==> src/rtl/datapath_mem_core.sv <==
// Multicycle-CPU datapath slice: IR, 16-entry register file, immediate generator,
// registered signed ALU, word memory with memory-mapped I/O, and an MDR.
module datapath_mem_core #(
    parameter int         DATA_W      = 16,
    parameter int         MEM_DEPTH   = 256,
    parameter logic [7:0] IO_IN_ADDR  = 8'hFF,
    parameter logic [7:0] IO_OUT_ADDR = 8'hFE
) (
    input  logic                     clk,
    input  logic                     rst_n,
    input  logic [2:0]               aluOp_i,
    input  logic                     aluSrcA_i,
    input  logic                     aluSrcB_i,
    input  logic                     writeEnable_i,
    input  logic [DATA_W-1:0]        dataWrite_i,
    input  logic [1:0]               immShift_i,
    input  logic [1:0]               numBits_i,
    input  logic                     irWrite_i,
    input  logic [15:0]              instruction_i,
    input  logic [DATA_W-1:0]        pc_i,
    input  logic [DATA_W-1:0]        memData_i,
    input  logic [15:0]              memAddr_i,
    input  logic                     memWe_i,
    input  logic [DATA_W-1:0]        inputWire_i,
    output logic signed [DATA_W-1:0] a_o,
    output logic signed [DATA_W-1:0] b_o,
    output logic signed [DATA_W-1:0] aluOut_o,
    output logic [3:0]               op_o,
    output logic [DATA_W-1:0]        immediateGenerated_o,
    output logic [DATA_W-1:0]        memQ_o,
    output logic [DATA_W-1:0]        mdrOut_o,
    output logic [DATA_W-1:0]        outputWire_o
);

    logic [15:0]              ir_q;
    logic [DATA_W-1:0]        regFile_q [16];
    logic signed [DATA_W-1:0] a_q, b_q, aluOut_q;
    logic [DATA_W-1:0]        memQ_q, mdr_q, outputWire_q;
    logic [DATA_W-1:0]        mem [MEM_DEPTH];

    logic [3:0]               rd, rs;
    logic [7:0]               wordAddr;
    logic [DATA_W-1:0]        immField;
    logic signed [DATA_W-1:0] opA, opB, aluOut_d;
    logic                     unusedAddrBits;

    assign rd       = ir_q[11:8];
    assign rs       = ir_q[7:4];
    assign wordAddr = memAddr_i[8:1];
    assign unusedAddrBits = ^{memAddr_i[15:9], memAddr_i[0]};

    always_ff @(posedge clk or negedge rst_n) begin
        if (!rst_n) begin
            ir_q <= '0;
        end else if (irWrite_i) begin
            ir_q <= instruction_i;
        end
    end

    // Reads use the register contents from before this edge, so a write to rd
    // shows up in A only on the following cycle.
    always_ff @(posedge clk or negedge rst_n) begin
        if (!rst_n) begin
            for (int i = 0; i < 16; i++) begin
                regFile_q[i] <= '0;
            end
            a_q <= '0;
            b_q <= '0;
        end else begin
            a_q <= (rd == 4'd0) ? '0 : regFile_q[rd];
            b_q <= (rs == 4'd0) ? '0 : regFile_q[rs];
            if (writeEnable_i && (rd != 4'd0)) begin
                regFile_q[rd] <= dataWrite_i;
            end
        end
    end

    always_comb begin
        immField = '0;
        case (numBits_i)
            2'd0:    immField = {{(DATA_W-4){ir_q[3]}}, ir_q[3:0]};
            2'd1:    immField = {{(DATA_W-8){ir_q[7]}}, ir_q[7:0]};
            2'd2:    immField = {{(DATA_W-12){ir_q[11]}}, ir_q[11:0]};
            default: immField = {{(DATA_W-8){1'b0}}, ir_q[7:0]};
        endcase
        immediateGenerated_o = immField << immShift_i;
    end

    always_comb begin
        opA      = aluSrcA_i ? $signed(pc_i) : a_q;
        opB      = aluSrcB_i ? $signed(immediateGenerated_o) : b_q;
        aluOut_d = '0;
        case (aluOp_i)
            3'd0:    aluOut_d = opA + opB;
            3'd1:    aluOut_d = opA - opB;
            3'd2:    aluOut_d = opA & opB;
            3'd3:    aluOut_d = opA | opB;
            3'd4:    aluOut_d = opA ^ opB;
            3'd5:    aluOut_d = opA << opB[3:0];
            3'd6:    aluOut_d = opA >>> opB[3:0];
            default: aluOut_d = {{(DATA_W-1){1'b0}}, (opA < opB)};
        endcase
    end

    always_ff @(posedge clk or negedge rst_n) begin
        if (!rst_n) begin
            aluOut_q <= '0;
        end else begin
            aluOut_q <= aluOut_d;
        end
    end

    // The array has no reset; gating on rst_n keeps a write from landing while
    // reset is held, including one that was pending when reset arrived.
    always_ff @(posedge clk) begin
        if (rst_n && memWe_i) begin
            mem[wordAddr] <= memData_i;
        end
    end

    always_ff @(posedge clk or negedge rst_n) begin
        if (!rst_n) begin
            memQ_q       <= '0;
            mdr_q        <= '0;
            outputWire_q <= '0;
        end else begin
            memQ_q <= (wordAddr == IO_IN_ADDR) ? inputWire_i : mem[wordAddr];
            mdr_q  <= memQ_q;
            if (memWe_i && (wordAddr == IO_OUT_ADDR)) begin
                outputWire_q <= memData_i;
            end
        end
    end

    assign a_o          = a_q;
    assign b_o          = b_q;
    assign aluOut_o     = aluOut_q;
    assign op_o         = ir_q[15:12];
    assign memQ_o       = memQ_q;
    assign mdrOut_o     = mdr_q;
    assign outputWire_o = outputWire_q;

endmodule

==> config.mk <==
export PLATFORM = sky130hd
export DESIGN_NAME = datapath_mem_core
export DESIGN_NICKNAME = d
export VERILOG_FILES = /design/src/rtl/datapath_mem_core.sv
export SDC_FILE = /design/constraint.sdc
export NUM_CORES = 2
export LEC_CHECK = 0
export CAP_MARGIN = 20
export CORE_ASPECT_RATIO = 0.8
export CORE_MARGIN = 2
export CORE_UTILIZATION = 45
export DETAILED_ROUTE_END_ITERATION = 8
export PLACE_DENSITY_LB_ADDON = 0.1
export SYNTH_ARGS = -nofsm -noshare
export SYNTH_HDL_FRONTEND = slang
export SYNTH_SLANG_ARGS = --single-unit
==> constraint.sdc <==
create_clock -name clk -period 3.6 [get_ports clk]
set_clock_uncertainty 0.05 [all_clocks]
set_input_delay 0.54 -clock clk [delete_from_list [all_inputs] [get_ports clk]]
set_output_delay 0.54 -clock clk [all_outputs]
set_load 0.02 [all_outputs]
# [After elaboration in Yosys (flattened, before gate mapping)]
# Memories as Yosys holds them, arrays and structs flattened.
# Cells that the tools add are included.
# Widths: inputs -> output; s select.
[op_classes] add_sub_neg=2 n_lt_le_gt_ge=4 eq_ne=10 shift=3 n_mux=18 bitwise_logic=5 reduce_logical=9
[ops] cell="$bwmux 256" count=1
[ops] cell="$mux 16" count=10
[ops] cell="$bmux 16 s4" count=2
[ops] cell="$pmux 16 s7" count=1
[ops] cell="$demux 16 s4" count=1
[ops] cell="$pmux 16 s3" count=1
[ops] cell="$add 16x16->16" count=1
[ops] cell="$and 16x16->16" count=1
[ops] cell="$eq 8x8->1 const B" count=2
[ops] cell="$lt 16x16->1" count=1
[ops] cell="$or 16x16->16" count=1
[ops] cell="$shl 16x2->16" count=1
[ops] cell="$shl 16x4->16" count=1
[ops] cell="$sshr 16x4->16" count=1
[ops] cell="$sub 16x16->16" count=1
[ops] cell="$xor 16x16->16" count=1
[ops] cell="$ge 5x5->1 const B" count=2
[ops] cell="$not 4->5" count=2
[ops] cell="$eq 3x3->1 const B" count=3
[ops] cell="$logic_not 4->1" count=2
[ops] cell="$eq 3x2->1 const B" count=2
[ops] cell="$lt 5x1->1 const B" count=1
[ops] cell="$logic_and 1x1->1" count=4
[ops] cell="$reduce_bool 4->1" count=1
[ops] cell="other kinds (6)" count=7
[word_totals] reg_bits=368 mem_bits_rw=4096 input_bits=110 out_inout_bits=116 elab_cells=75 n_memories=1
[mem_list] name="mem" words=256 width=16 read_ports=1 rd_ports_with_merged_regs=0 wr=1 line_no="39" rtl="logic [DATA_W-1:0] mem [MEM_DEPTH];"

# [Longest topological paths before layout]
[logic_depth] ltp_word=6 mapped_depth=17 mapped_depth_nobuf=15

# [Least setup slack after synthesis]
# OpenSTA, ideal clock, no wires.
[synth_path] path_type="input -> register" from="input immShift_i[0]" to="register aluOut_q[15] (netlist: aluOut_o[15])" setup_ps=132 arrival_time_ps=4095 required_time_ps=3418 slack_ps=-677 path_stages=16 n_path_buf=3 path_cell_list="buf_2 > clkbuf_1 > mux2_2 > o21ai_0 > mux2i_1 > mux2i_1 > ha_1 > clkbuf_1 > a21o_1 > a2111oi_0 > a21boi_0 > o31ai_1 > a21bo_2 > a21oi_1 > nor3b_1 > o31ai_1"
[synth_between] elab_chain_len=4 elab_cells_between_ends=10 classes_between="add/sub (2); shift (3); mux (2); bitwise (3)"
[synth_rtl] element="start, declared" line_no="16" rtl="input logic [1:0] immShift_i,"
[synth_rtl] element="$shl 16x2->16 (*)" line_no="86" rtl="immediateGenerated_o = immField << immShift_i;"
[synth_rtl] element="named net immediateGenerated_o[6]" line_no="29" rtl="output logic [DATA_W-1:0] immediateGenerated_o,"
[synth_rtl] element="$mux 16 (*)" line_no="91" rtl="opB = aluSrcB_i ? $signed(immediateGenerated_o) : b_q;"
[synth_rtl] element="$sub 16x16->16 or $add 16x16->16 (tied branches)" line_no="95, 94"
[synth_rtl] element="$pmux 16 s7 (*)" line_no="93" rtl="case (aluOp_i)"
[synth_rtl] element="named net aluOut_d[15]" line_no="44" rtl="logic signed [DATA_W-1:0] opA, opB, aluOut_d;"
[synth_rtl] element="end signal, assigned" line_no="109" rtl="aluOut_q <= aluOut_d;"
[synth_rtl] element="end, declared" line_no="37" rtl="logic signed [DATA_W-1:0] a_q, b_q, aluOut_q;"
# Mark *: on every way through the listed nets, which the timed path passes. The rest lies on a longest branch.
# A chain may end at the register's enable or synchronous reset.

# [Final worst setup path]
[layout_path] from="register ir_q[4]" to="register aluOut_q[13] (netlist: aluOut_o[13])"
[layout_between] elab_chain_len=5 elab_cells_between_ends=11 classes_between="add/sub (2); shift (3); mux (3); bitwise (3)"
[layout_rtl] element="start, declared" line_no="35" rtl="logic [15:0] ir_q;"
[layout_rtl] element="start signal, assigned" line_no="56" rtl="ir_q <= instruction_i;"
[layout_rtl] element="$pmux 16 s3 (*)" line_no="80" rtl="case (numBits_i)"
[layout_rtl] element="$shl 16x2->16 (*)" line_no="86"
[layout_rtl] element="$mux 16 (*)" line_no="91"
[layout_rtl] element="$sub 16x16->16 (tied with other cells)" line_no="95" rtl="3'd1: aluOut_d = opA - opB;"
[layout_rtl] element="$pmux 16 s7 (*)" line_no="93"
[layout_rtl] element="named net aluOut_d[13]" line_no="44"
# Marks and branches as above.

==> impl_metrics.yaml <==
status:
  status: "finished, final reports clean"
sta:
  whs_ns: 0.00178
  slew_headroom: 0.181
  worst_pin_slew_ns: 1.23
  timing.fmax_mhz: 281
  setup_viol: 0
  slew_violations: 0
  finalHoldViolations: 0
  period_minus_slack_ns: 3.56
  fin_crit_sh: 0.990
  rsz0062_at_grt: "true"
die:
  die_x_um: 707
  ioPinCount: 226
  std_cell_rows: 206
  core_area_mm2: 0.394
  die_h_um: 566
  start_util: 0.452
  die-area_mm2: 0.400
drt:
  avgViaCountPerCell: 6.18
  routedWlPerCell_um: 36.1
  dr.pass1.iters: 6
  totalWireLength_um: 548000
  routed-via-count: 93800
  route.detailed.drc: 0
  postRouteAntennaNets: 0
  first_iter_violations: 13200
synth:
  synth-seq-cells: 4460
  syn_avg_cell_area_um2: 21.9
  synth_top_area_share: 0.691
  yosysWarnings: 0
  synth_top_cell_by_area: "edfxtp_1"
  yosysUniqueCellTypes: 75
  synth_edf_count: 4092
  synthCells: 8129
  synth_ff_type: "edfxtp_1"
  syn_nets: 8291
  synthTopCellsByCount: "edfxtp_1, mux4_2, dfrtp_1, nor2_1, mux2_2"
  async_flop_share: 0.0825
  yosysSeqAreaShare: 0.743
  yosysMostFrequentCell: "edfxtp_1"
  synth.area.top_cells: "edfxtp_1, mux4_2, dfrtp_1"
  syn_area_mm2: 0.178
finish:
  fillers: 29800
  area_growth_pct: 20.3
  drive_gt1_frac: 0.398
  utilization: 0.543
  fin_nets: 9760
  instances_no_fill: 15200
power:
  p_switching_mw: 29.3
  powerDensity_mw_per_mm2: 563
  leakagePower_nw: 70.8
  switching_share: 0.243
  seqPwrFrac: 0.491
  intPower_mw: 91.3
  vdd_ir_drop_max_uv: 530
  combPwrFrac: 0.127
  pwr-share-clk: 0.382
setup_path:
  rrSetupSlack_ns: 0.04
  worst_ep_required_time_ns: 4.39
  critPathMaxFanout: 3
  critPathArrivalTime_ns: 4.35
  start_kind: "flop"
  setup.worst_path.class: "flop to flop"
  cp-end-kind: "flop"
global_route:
  grt_pass1_wl_um: 761000
  grt_usage: 0.272
  grt_overflow: 0
  grt_pass1_vias: 92600
  grt_max_degree: 128
  antenna_found_initial: 41
place:
  hpwl_um: 357000
  gp_congestion: 0.928
  dp.cells: 14300
  io_buffer_count: 217
clock_tree:
  cts_tree: "done"
  cts_root_buf: "clkbuf_16"
  cts_made_buffers: 442
  cts_buffer_depth: 4
  cts_max_level: 5
  clkLatencyLatePin_ns: 1.03
  clock_sinks: 4460
  clk_pin_slew_ns: 0.07
hold_path:
  holdCritPathClass: "primary input to flop"
job:
  drv_cap: 0
## sequential cells by signal (all words and copies together) (netlist names)
name,cells
a_o,16
mem,4092
regFile_q,256
memQ_o,16
outputWire_o,16
ir_q,16
aluOut_o,16
b_o,16
mdrOut_o,16
## power by group through the flow
stage                     combinational [mW]  clock, mW  sequential [mW]
final                                   15.3       46.1             59.2
after global placement                  14.7          0             60.1
after floorplan                         7.32          0             60.1
after detailed placement                14.8          0             60.3
after CTS                               14.9       46.8             59.2
after global routing                    16.0       48.8             59.3
## cells in the final DEF (no fill, tap or decap), types with 44 or more instances in the layout
master,netlist,routed
edfxtp_1,4092,4092
mux4_2,1352,1352
buf_4,38,956
clkbuf_16,0,451
dfrtp_1,368,363
buf_12,0,353
mux2_2,293,292
nor2_2,0,254
mux2i_1,218,208
clkdlybuf4s50_1,0,189
nand2_1,131,115
nor2_1,355,98
clkinv_2,0,98
clkbuf_1,234,88
clkinv_1,3,84
o21ai_0,90,83
a21oi_1,74,67
o22ai_1,65,63
nor2b_1,55,54
nand3_1,50,50
inv_1,50,49
ha_1,50,44
## final timing paths
path	startpoint	endpoint	cells after the start
max	ir_q[4]	aluOut_o[13]	12
min	memData_i[11]	mem[191][11]	1
max reg2reg	ir_q[4]	aluOut_o[13]	12
min reg2reg	memQ_o[11]	mdrOut_o[11]	0
max in group asynchronous	rst_n	mdrOut_o[8]	4
min in group asynchronous	rst_n	regFile_q[23]	3
## final cells by class
type,count,area (um^2),area share
Inverter,54,203,0.000948
Timing Repair Buffer,1537,16600,0.0777
Clock inverter,265,2530,0.0118
Antenna cell,15,37.5,0.000175
Clock buffer,551,11800,0.0551
Sequential cell,4460,132000,0.618
Tap cell,5200,6510,0.0304
Multi-Input combinational cell,3103,44100,0.206
## logic make-up after synthesis
group | share of synthesized area
flops | 0.743
fa+ha+maj | 0.00374
mux | 0.202
xor+xnor | 0.000394
compound gates | 0.0173
simple gates | 0.0181
buf+inv | 0.0157
## timing repair
action | CTS | global route
hold endpoints to repair | 396 | 0
gates resized for setup | 4 | 40
setup buffers | 1 | 3
setup endpoints to repair | 7 | 9
pin swaps | 1 | 8
hold buffers | 12 | 0
## metrics by stage
stage               total power, mW  area [um^2]  setup TNS, ns  worst slack, ns
finish                          121       214000              0           0.0367
detailed placement             75.1       199000         -13.93           -0.901
global route                    124       214000        -0.0984          -0.0530
floorplan                      67.5       178000       -0.00476         -0.00476
CTS                             121       214000              0         0.000517
global placement               74.9       199000         -14.13           -0.937
## routing by layer
metal | vias to the layer above | track usage | share of wire
li1 | 37200 | - | -
met1 | 51300 | 0.430 | 0.45
met2 | 4490 | 0.389 | 0.43
met3 | 742 | 0.0543 | 0.092
met4 | 6 | 0.0685 | 0.028
met5 | - | 0 | 0.000068
## critical path, cell delays in order (launching register included)
cell	delay (ns)
dfrtp_4	0.51
mux2_2	0.29
o21ai_2	0.16
o21ai_2	0.08
mux2_2	0.29
ha_1	0.23
a21o_1	0.24
a2111oi_4	0.40
a21boi_4	0.31
o31ai_4	0.12
a21o_1	0.23
a221oi_1	0.35
o211ai_1	0.17
No activity file was read; power rests on OpenSTA's default activity.
==> patch, RTL diff (same flow settings) <==
Change the parameter `MEM_DEPTH` from 256 to 128.
--- a/src/rtl/datapath_mem_core.sv
+++ b/src/rtl/datapath_mem_core.sv
@@ -3,5 +3,5 @@
 module datapath_mem_core #(
     parameter int         DATA_W      = 16,
-    parameter int         MEM_DEPTH   = 256,
+    parameter int         MEM_DEPTH   = 128,
     parameter logic [7:0] IO_IN_ADDR  = 8'hFF,
     parameter logic [7:0] IO_OUT_ADDR = 8'hFE
Function: not settled (the Yosys comparison gave no result); the edit may change what the design does.
==> patch against the original RTL <==
Die area decreased by 46%. Synthesized cell count fell by 30%. Critical path depth grew 3. Sequential share of layout area shrank 1.7 points. Count of clock-buffer cells in the layout down 236. Sequential cell count fell by 2044. Final area is 45% lower. Global-route usage is 3.1 points higher. Total power decreased by 42%. Worst setup slack better by 0.0041 ns. Area after synthesis fell by 46%. First-iteration DRC count shrank 37%. Wire length fell by 39%.
==> patch: results <==
[cells_and_area]
area_share_nonclk_buffers_pct = 9.78
clock_buffers = 315
drive_above_1_share_pct = 29.0
multi_input_area_share_pct = 20.5
fin_nets = 6863
reg_top3 = mem: 2048 flops, regFile_q: 256 flops
num_antenna_cells = 10
final-clk-cell-share_pct = 6.46

[sta]
slew_headroom_pct = 20.8
max_freq_mhz = 281

[pwr]
power_frac_seq_pct = 47.5
swShare_pct = 26.1

[worst_hold_path]
hold_end = mem[46][7]$_DFFE_PP_

[drt]
wl_met1_um = 146000
wl_per_cell_um = 34.2
wl_met2_um = 143000
drtIter0Drc = 8322

[global_routing]
grt_use_met3_pct = 7.38
grt_pass1_vias = 58387
grt_usage_pct = 30.4
antenna_found_initial = 30
grt_start_max_net_pins = 137

[setup_path]
crit_arrival_ns = 4.23
cp_slowest_cell = dfrtp_1

[yosys]
async_flop_share_pct = 15.2
synth.area.top_cells = edfxtp_1 64%, dfrtp_1 9.6%, mux4_2 4.0%
avgSynthCellArea_um2 = 16.9
ys_seq_area_share_pct = 73.4
synth-edff-count = 2048

[run_status]
outcome = completed

[place]
dp_slack_ns = -0.979
dp_cells = 9287
place_congestion = 0.942
post-dp-hpwl_um = 223000

[clock_network]
cts_max_level = 4

[floorplanning]
fp.dieW_um = 521
## patch: changes by cell type in the layout (fill, tap and decap cells not counted), sizes merged, moves of 53 or more
cell	unedited run	this run
a21oi	74	145
a221oi	11	243
a22o	9	212
a22oi	40	474
a31oi	12	195
buf	1330	1001
clkbuf	554	315
clkinv	196	90
edfxtp	4092	2048
mux2i	218	99
mux4	1352	172
nor2	355	287
o22ai	65	12
## patch: cells by family (layout without fill, tap and decap cells)
group           Yosys count  after routing  synth area share (%)
other cells               0             10                     0
simple gates            635            635                  3.03
mux                     608            608                  9.01
flops                  2416           2416                  73.4
compound gates         1499           1499                  11.6
xor+xnor                  9              9                0.0818
fa+ha+maj                51             51                 0.678
buf+inv                 492           1683                  2.24
## patch: repair_timing
action / 4_1_cts / 5_1_grt
setup buffers: 4 / 5
hold endpoints to repair: 293 / 0
pin swaps: 14 / 12
setup endpoints to repair: 3 / 7
hold buffers: 1 / 0
resized for setup: 13 / 24
